`src/rtl/hazard_interlock_ctrl.sv`:
```
// Scoreboard interlock and flush sequencer for the 16-bit pipelined core.
// Tracks in-flight register writes between decode and writeback, stalls decode on
// read-after-write hazards and squashes wrong-path instructions after taken control flow.
module hazard_interlock_ctrl #(
  parameter int unsigned ASIZE        = 4,
  parameter int unsigned DEPTH        = 3,
  parameter int unsigned FLUSH_CYCLES = 2,
  parameter int unsigned RF_BYPASS    = 1
) (
  input  logic                  clk_i,
  input  logic                  rst_ni,
  input  logic                  id_valid_i,
  input  logic [ASIZE-1:0]      id_raddr1_i,
  input  logic [ASIZE-1:0]      id_raddr2_i,
  input  logic                  id_use1_i,
  input  logic                  id_use2_i,
  input  logic                  id_wen_i,
  input  logic [ASIZE-1:0]      id_waddr_i,
  input  logic                  id_jump_i,
  input  logic                  exe_br_taken_i,
  output logic                  stall_o,
  output logic                  flush_id_o,
  output logic                  flush_exe_o,
  output logic [2**ASIZE-1:0]   pending_mask_o,
  output logic [15:0]           stall_cnt_o,
  output logic [15:0]           flush_cnt_o
);

  localparam int unsigned NumRegs  = 2**ASIZE;
  // With a write-through regfile the oldest shadow entry is already visible to decode.
  localparam int unsigned ChkDepth = (RF_BYPASS != 0) ? DEPTH - 1 : DEPTH;
  localparam int unsigned CntW     = $clog2(FLUSH_CYCLES + 1);
  localparam logic [CntW-1:0] FcntLoad = CntW'(FLUSH_CYCLES - 1);
  localparam logic [CntW-1:0] FcntOne  = CntW'(1);

  typedef enum logic [0:0] {StIdle, StFlush} state_e;

  state_e          state_q;
  logic [CntW-1:0] fcnt_q;

  logic [DEPTH-1:0] sh_v_q, sh_v_d;
  logic [ASIZE-1:0] sh_a_q [DEPTH];
  logic [ASIZE-1:0] sh_a_d [DEPTH];

  logic        raw_prev_q;
  logic [15:0] stall_cnt_q, stall_cnt_d;
  logic [15:0] flush_cnt_q, flush_cnt_d;

  logic               hit1, hit2, raw;
  logic               br_flush, stall, flush_id;
  logic [NumRegs-1:0] pending;

  // Hazard detection against the shadow entries decode cannot yet read from the regfile.
  always_comb begin
    hit1 = 1'b0;
    hit2 = 1'b0;
    for (int i = 0; i < int'(ChkDepth); i++) begin
      if (sh_v_q[i] && (sh_a_q[i] == id_raddr1_i)) hit1 = 1'b1;
      if (sh_v_q[i] && (sh_a_q[i] == id_raddr2_i)) hit2 = 1'b1;
    end
    raw = id_valid_i & ((id_use1_i & hit1) | (id_use2_i & hit2));
  end

  // Flush/stall arbitration: branch or flush window beats RAW stall, which beats a jump.
  always_comb begin
    br_flush = exe_br_taken_i | (state_q == StFlush);
    // A jump held in decode by a stall only squashes its shadow slot once it issues.
    flush_id = br_flush | (id_jump_i & ~raw);
    stall    = raw & ~flush_id;
  end

  // Pending mask covers every valid entry, including the one the regfile bypasses.
  always_comb begin
    pending = '0;
    for (int i = 0; i < int'(DEPTH); i++) begin
      if (sh_v_q[i]) pending[sh_a_q[i]] = 1'b1;
    end
  end

  // Shadow pipeline next state: always shifts, stalled or squashed slots enter as bubbles.
  always_comb begin
    sh_v_d[0] = id_valid_i & id_wen_i & ~stall & ~flush_id;
    sh_a_d[0] = id_waddr_i;
    for (int i = 1; i < int'(DEPTH); i++) begin
      sh_v_d[i] = sh_v_q[i-1];
      sh_a_d[i] = sh_a_q[i-1];
    end
  end

  // Saturating event counters next state.
  always_comb begin
    stall_cnt_d = stall_cnt_q;
    flush_cnt_d = flush_cnt_q;
    if (stall && (stall_cnt_q != 16'hFFFF)) stall_cnt_d = stall_cnt_q + 16'd1;
    if (flush_id && (flush_cnt_q != 16'hFFFF)) flush_cnt_d = flush_cnt_q + 16'd1;
  end

  // Shadow register update.
  always_ff @(posedge clk_i) begin
    if (!rst_ni) begin
      sh_v_q <= '0;
      for (int i = 0; i < int'(DEPTH); i++) sh_a_q[i] <= '0;
    end else begin
      sh_v_q <= sh_v_d;
      for (int i = 0; i < int'(DEPTH); i++) sh_a_q[i] <= sh_a_d[i];
    end
  end

  // Flush sequencer: holds flush_id for FLUSH_CYCLES after a taken branch, reloading on re-taken.
  always_ff @(posedge clk_i) begin
    if (!rst_ni) begin
      state_q <= StIdle;
      fcnt_q  <= '0;
    end else begin
      unique case (state_q)
        StIdle: begin
          if (exe_br_taken_i && (FLUSH_CYCLES > 1)) begin
            state_q <= StFlush;
            fcnt_q  <= FcntLoad;
          end
        end
        StFlush: begin
          if (exe_br_taken_i) begin
            fcnt_q <= FcntLoad;
          end else if (fcnt_q == FcntOne) begin
            state_q <= StIdle;
            fcnt_q  <= '0;
          end else begin
            fcnt_q <= fcnt_q - FcntOne;
          end
        end
        default: begin
          state_q <= StIdle;
          fcnt_q  <= '0;
        end
      endcase
    end
  end

  // Previous-cycle stall and counters.
  always_ff @(posedge clk_i) begin
    if (!rst_ni) begin
      raw_prev_q  <= 1'b0;
      stall_cnt_q <= '0;
      flush_cnt_q <= '0;
    end else begin
      raw_prev_q  <= stall;
      stall_cnt_q <= stall_cnt_d;
      flush_cnt_q <= flush_cnt_d;
    end
  end

  // An op that was stalled right up to the branch cycle has slipped into EXE; kill it in DM.
  assign flush_exe_o    = exe_br_taken_i & raw_prev_q;
  assign stall_o        = stall;
  assign flush_id_o     = flush_id;
  assign pending_mask_o = pending;
  assign stall_cnt_o    = stall_cnt_q;
  assign flush_cnt_o    = flush_cnt_q;

endmodule
```
`config.mk`:
```
export PLATFORM = sky130hd
export DESIGN_NAME = hazard_interlock_ctrl
export DESIGN_NICKNAME = d
export VERILOG_FILES = /design/src/rtl/hazard_interlock_ctrl.sv
export SDC_FILE = /design/constraint.sdc
export NUM_CORES = 1
export LEC_CHECK = 0
export CAP_MARGIN = 40
export CORE_ASPECT_RATIO = 2
export CORE_MARGIN = 3
export CORE_UTILIZATION = 54
export CTS_BUF_LIST = sky130_fd_sc_hd__clkbuf_4 sky130_fd_sc_hd__clkbuf_8 sky130_fd_sc_hd__clkbuf_16
export DETAILED_ROUTE_END_ITERATION = 7
export PLACE_DENSITY = 0.86
export SLEW_MARGIN = 20
export SYNTH_ARGS = -nofsm -noshare
export SYNTH_HDL_FRONTEND = slang
export SYNTH_SLANG_ARGS = --single-unit
```
`constraint.sdc`:
```
create_clock -name clk_i -period 3.7 [get_ports clk_i]
set_input_delay 0.925 -clock clk_i [delete_from_list [all_inputs] [get_ports clk_i]]
set_output_delay 0.925 -clock clk_i [all_outputs]
set_load 0.05 [all_outputs]
```
Word-level counts from Yosys, hierarchy flattened --
Memory sizes are Yosys's and may differ from the RTL's. Index checks and enable logic that the tools add are counted.
Cells by class: multiplexer cells 26, shift operators 0, $add $sub $neg 3, reduce and logical (&&, ||, !) cells 9, multipliers 0, divide/modulo/power cells 0, bitwise gates (word level) 21, eq/ne operators 8, $lt $le $gt $ge 6
Operators with widths (count):
- $mux W16 | 3
- $add A16 B1 Y16 const B | 2
- $ne A16 B16 Y1 const B | 2
- $or A16 B16 Y16 | 2
- $eq A4 B4 Y1 | 4
- $lt A4 B5 Y1 const B | 3
- $demux W1 S4 | 3
- $ge A4 B1 Y1 const B | 3
- $mux W1 | 12
- $mux W4 | 3
- $and A1 B1 Y1 | 9
- $logic_and A1 B1 Y1 | 9
- $mux W2 | 3
- $or A1 B1 Y1 | 6
- $not A1 Y1 | 4
- $pmux W2 S2 | 1
- $eq A2 B1 Y1 const B | 1
- $ne A2 B2 Y1 const B | 1
- $pmux W1 S2 | 1
- $sub A2 B1 Y2 const B | 1
Storage, ports and cells: bits of input ports 20, memories kept 1, output and inout bits 51, bits in writable memories 12, register bits 39, latch bits 0, logic and storage cells 80, bits in read-only memories 0
Memory list:
- sh_a_q | depth 3, width 4, rd ports 3, clocked after Yosys merged registers in 0, write ports 3, line 42 | logic [ASIZE-1:0] sh_a_q [DEPTH];

Logic depth before layout (Yosys ltp) --
depth in word-level cells 15, mapped depth 10, depth with buffers taken out 8

Worst setup path before layout --
Ideal clock, no wire load.
kind input port to output port, start point in id_raddr2_i[0], end point out flush_id_o, buffers on the path 1, stages on the path 8, arrival time 2.483 ns, path slack 0.292 ns, cell sequence xor2_1 > nor3_1 > nand4_1 > nand4_1 > nand3_4 > inv_2 > buf_2 > nor2_1
Between the ends: word-level cells in the longest chain between the ends 10, elaborated cells on any way between the ends 12, those cells by class eq/ne: 2; mux: 2; bitwise: 6; reduce/logical: 2
Ends and longest elaborated chain:
- start: declaration | line 14 | input logic [ASIZE-1:0] id_raddr2_i,
- $eq A4 B4 Y1 | line 59 | if (sh_v_q[i] && (sh_a_q[i] == id_raddr2_i)) hit2 = 1'b1;
- $logic_and A1 B1 Y1 | line 59
- $mux W1 | line 59
- $mux W1 * | line 59
- $and A1 B1 Y1 * | line 61 | raw = id_valid_i & ((id_use1_i & hit1) | (id_use2_i & hit2));
- $or A1 B1 Y1 * | line 61
- $and A1 B1 Y1 * | line 61
- $not A1 Y1 * | line 68 | flush_id = br_flush | (id_jump_i & ~raw);
- $and A1 B1 Y1 * | line 68
- $or A1 B1 Y1 * | line 68
- end: declaration | line 22 | output logic flush_id_o,
Every way passes the cells marked *; elsewhere a longest branch is shown, timed or not.

Worst setup path in the final report --
start point reg sh_v_q[1], end point out pending_mask_o[8]
Between the ends: word-level cells in the longest chain between the ends 3
Ends and longest elaborated chain:
- start: declaration | line 41 | logic [DEPTH-1:0] sh_v_q, sh_v_d;
- start signal: assignment | line 104 | sh_v_q <= sh_v_d;
- $mux W16 * | line 76 | if (sh_v_q[i]) pending[sh_a_q[i]] = 1'b1;
- $or A16 B16 Y16 (no source line)
- $mux W16 * | line 76
- end: declaration | line 24 | output logic [2**ASIZE-1:0] pending_mask_o,
Marked as above.

==> flow_summary.yaml <==
critical_path:
  worstSetupEndpointType: "output port"
  cp_max_fo: 7
  crit_type: "reg2out"
  critPathLaunchType: "flop"
  worstPathRequired_ns: 2.77
  worstPathArrival_ns: 2.58
cells_and_area:
  syn_to_final_growth_pct: 25.9
  final_cell_area_mm2: 0.00372
  antenna_cells: 0
  layout-drive-gt1-share: 0.0563
  fillers: 430
  multi_input_area_mm2: 0.00177
  seq_area_mm2: 0.00102
  nets: 448
synth:
  syn_area_mm2: 0.00296
  yosysUniqueCellTypes: 47
  syn_inst: 367
  synth_warnings: 0
  synth_area_leader_cell: "dfxtp_1"
  synth_edf_count: 0
  synth.most_common_cell: "dfxtp_1"
  postSynth.asyncResetShare: 0
  yosysTopAreaCellShare: 0.345
  syn_avg_cell_area_um2: 8.06
  seq_area_frac_synth: 0.345
  ys_seq_elements: 51
  syn_nets: 390
  yosys-top-cells-area: "dfxtp_1, nand2_1, nand3_1"
  synth_common_cells: "dfxtp_1, nand2_1, nand3_1"
  ys.flop_type: "dfxtp_1"
cts:
  cts_sinks: 51
  h-tree-depth: 2
  clock_latency_ns: 0.31
  cts_setup_buffers: 0
  cts_buffer_depth: 2
  cts_resized: 0
  cts_buffers: 5
  ctsHoldBuffers: 0
  cts_tree: "yes"
  path_clk_slew_ns: 0.09
  cts-root-buf: "clkbuf_8"
placement:
  gp_congestion: 0.992
  place_ws_ns: 0.263
  portBuffers: 70
  placed_cell_area_mm2: 0.00364
  hpwl_um: 6720
routing:
  ant_nets: 0
  routed_wl_um: 8780
  dr.pass1.iters: 5
  routed-via-count: 3048
  drt_iter0_markers: 181
  wire_per_inst_um: 18.1
  avgViaCountPerCell: 6.30
  drc: 0
floorplan:
  die_x_um: 58.3
  io_pins: 71
  rows: 37
  initial_core_util: 0.566
  coreArea_mm2: 0.00523
  dieHeight_um: 111
  die_area_mm2: 0.00646
timing:
  timing.fmax_mhz: 285
  slew_headroom: 0.519
  hold_violations: 0
  period_minus_slack_ns: 3.51
  rsz0062_at_grt: "no"
  tightest_slew_ns: 0.720
  layout_setup_ws_ns: 0.191
  slew_viol_final: 0
  fin_crit_sh: 0.948
  hold-worst-slack_ns: 0.496
  fin_skew_ns: 0.00667
  final-setup-viol-count: 0
  tns_ns: 0
pwr:
  powerDensity_mw_per_mm2: 271
  p_leak_nw: 1.38
  vdd_drop_max_mv: 0.284
grt:
  antenna_found_initial: 0
  grt_usage: 0.279
  grt_overflow: 0
  grt_pass1_wl_um: 14200
  grt_max_degree: 34
  grt_pass1_vias: 2983
min_path:
  hp-class: "reg2reg"
job:
  maxCapViolCount: 0
run_status:
  status: "finished, final reports clean"
[report_power, final]
part / leakage (nW) / switching, W / internal [W]
clock: 0.0402 / 0.000184 / 0.000132
combinational: 0.931 / 0.0000646 / 0.0000507
sequential: 0.414 / 0.0000201 / 0.000560
total: 1.38 / 0.000269 / 0.000742
[cells by family (layout without fill, tap and decap cells)]
family / after synthesis / after routing / share of synthesized area
buf+inv: 30 / 89 / 0.0558
fa+ha+maj: 3 / 3 / 0.0127
compound gates: 64 / 64 / 0.148
simple gates: 194 / 194 / 0.361
mux: 8 / 8 / 0.0271
flops: 51 / 51 / 0.345
xor+xnor: 17 / 17 / 0.0503
[routing by layer]
metal  vias up  GRT usage  part of all wire
met3        29     0.0326             0.042
met1      1444      0.272              0.34
met2       128      0.534              0.58
met4         0      0.142             0.040
met5         -          0                 0
li1       1447          -                 -
[registers in the layout, summed over array words and instances, names as in the netlist]
name         cells
sh_a_q          12
sh_v_q           3
fcnt_q           2
raw_prev_q       1
flush_cnt_o     16
stall_cnt_o     16
state_q          1
[critical path: stages (launching register included)]
cell and delay [ns]:
dfxtp_1 0.47, nor3b_1 0.64, a22oi_1 0.24, nand2_1 0.12, clkdlybuf4s50_1 0.80
[layout make-up]
cell class	instances	area share
clock buffer	5	0.0185
timing repair buffer	76	0.202
clock inverter	3	0.00537
multi-input combinational	286	0.476
tap	58	0.0195
inverter	5	0.00504
sequential	51	0.274
[cells in the final DEF, fill, tap and decap left out, drive strengths merged, types with 7 or more instances in the layout]
cell and n:
mux2i 8, nor3 12, clkdlybuf4s50 67, nand3 25
and2 16, or4 8, or3 7, a21oi 17
o21ai 7, nand2b 11, nand2 51, a22oi 9
o31ai 11, nand4 12, and3 13, dfxtp 51
nor2 16, xor2 13, buf 9
[worst paths after layout]
path / startpoint / endpoint / slack, ns / cells after the start
setup reg to reg: sh_a_q[0][0] / stall_cnt_o[5] / 1.36 / 8
setup / recovery: sh_v_q[1] / pending_mask_o[8] / 0.19 / 4
hold reg to reg: flush_cnt_o[4] / flush_cnt_o[4] / 0.50 / 2
hold / removal: flush_cnt_o[4] / flush_cnt_o[4] / 0.50 / 2
[per-stage QoR]
step                power, W  cells  utilization
finish               0.00101    484        0.712
global placement    0.000704    475        0.694
CTS                  0.00102    484        0.712
detailed placement  0.000707    476        0.695
global route         0.00105    484        0.712
floorplan           0.000659    367            -
No activity file was read; power rests on OpenSTA's default activity.
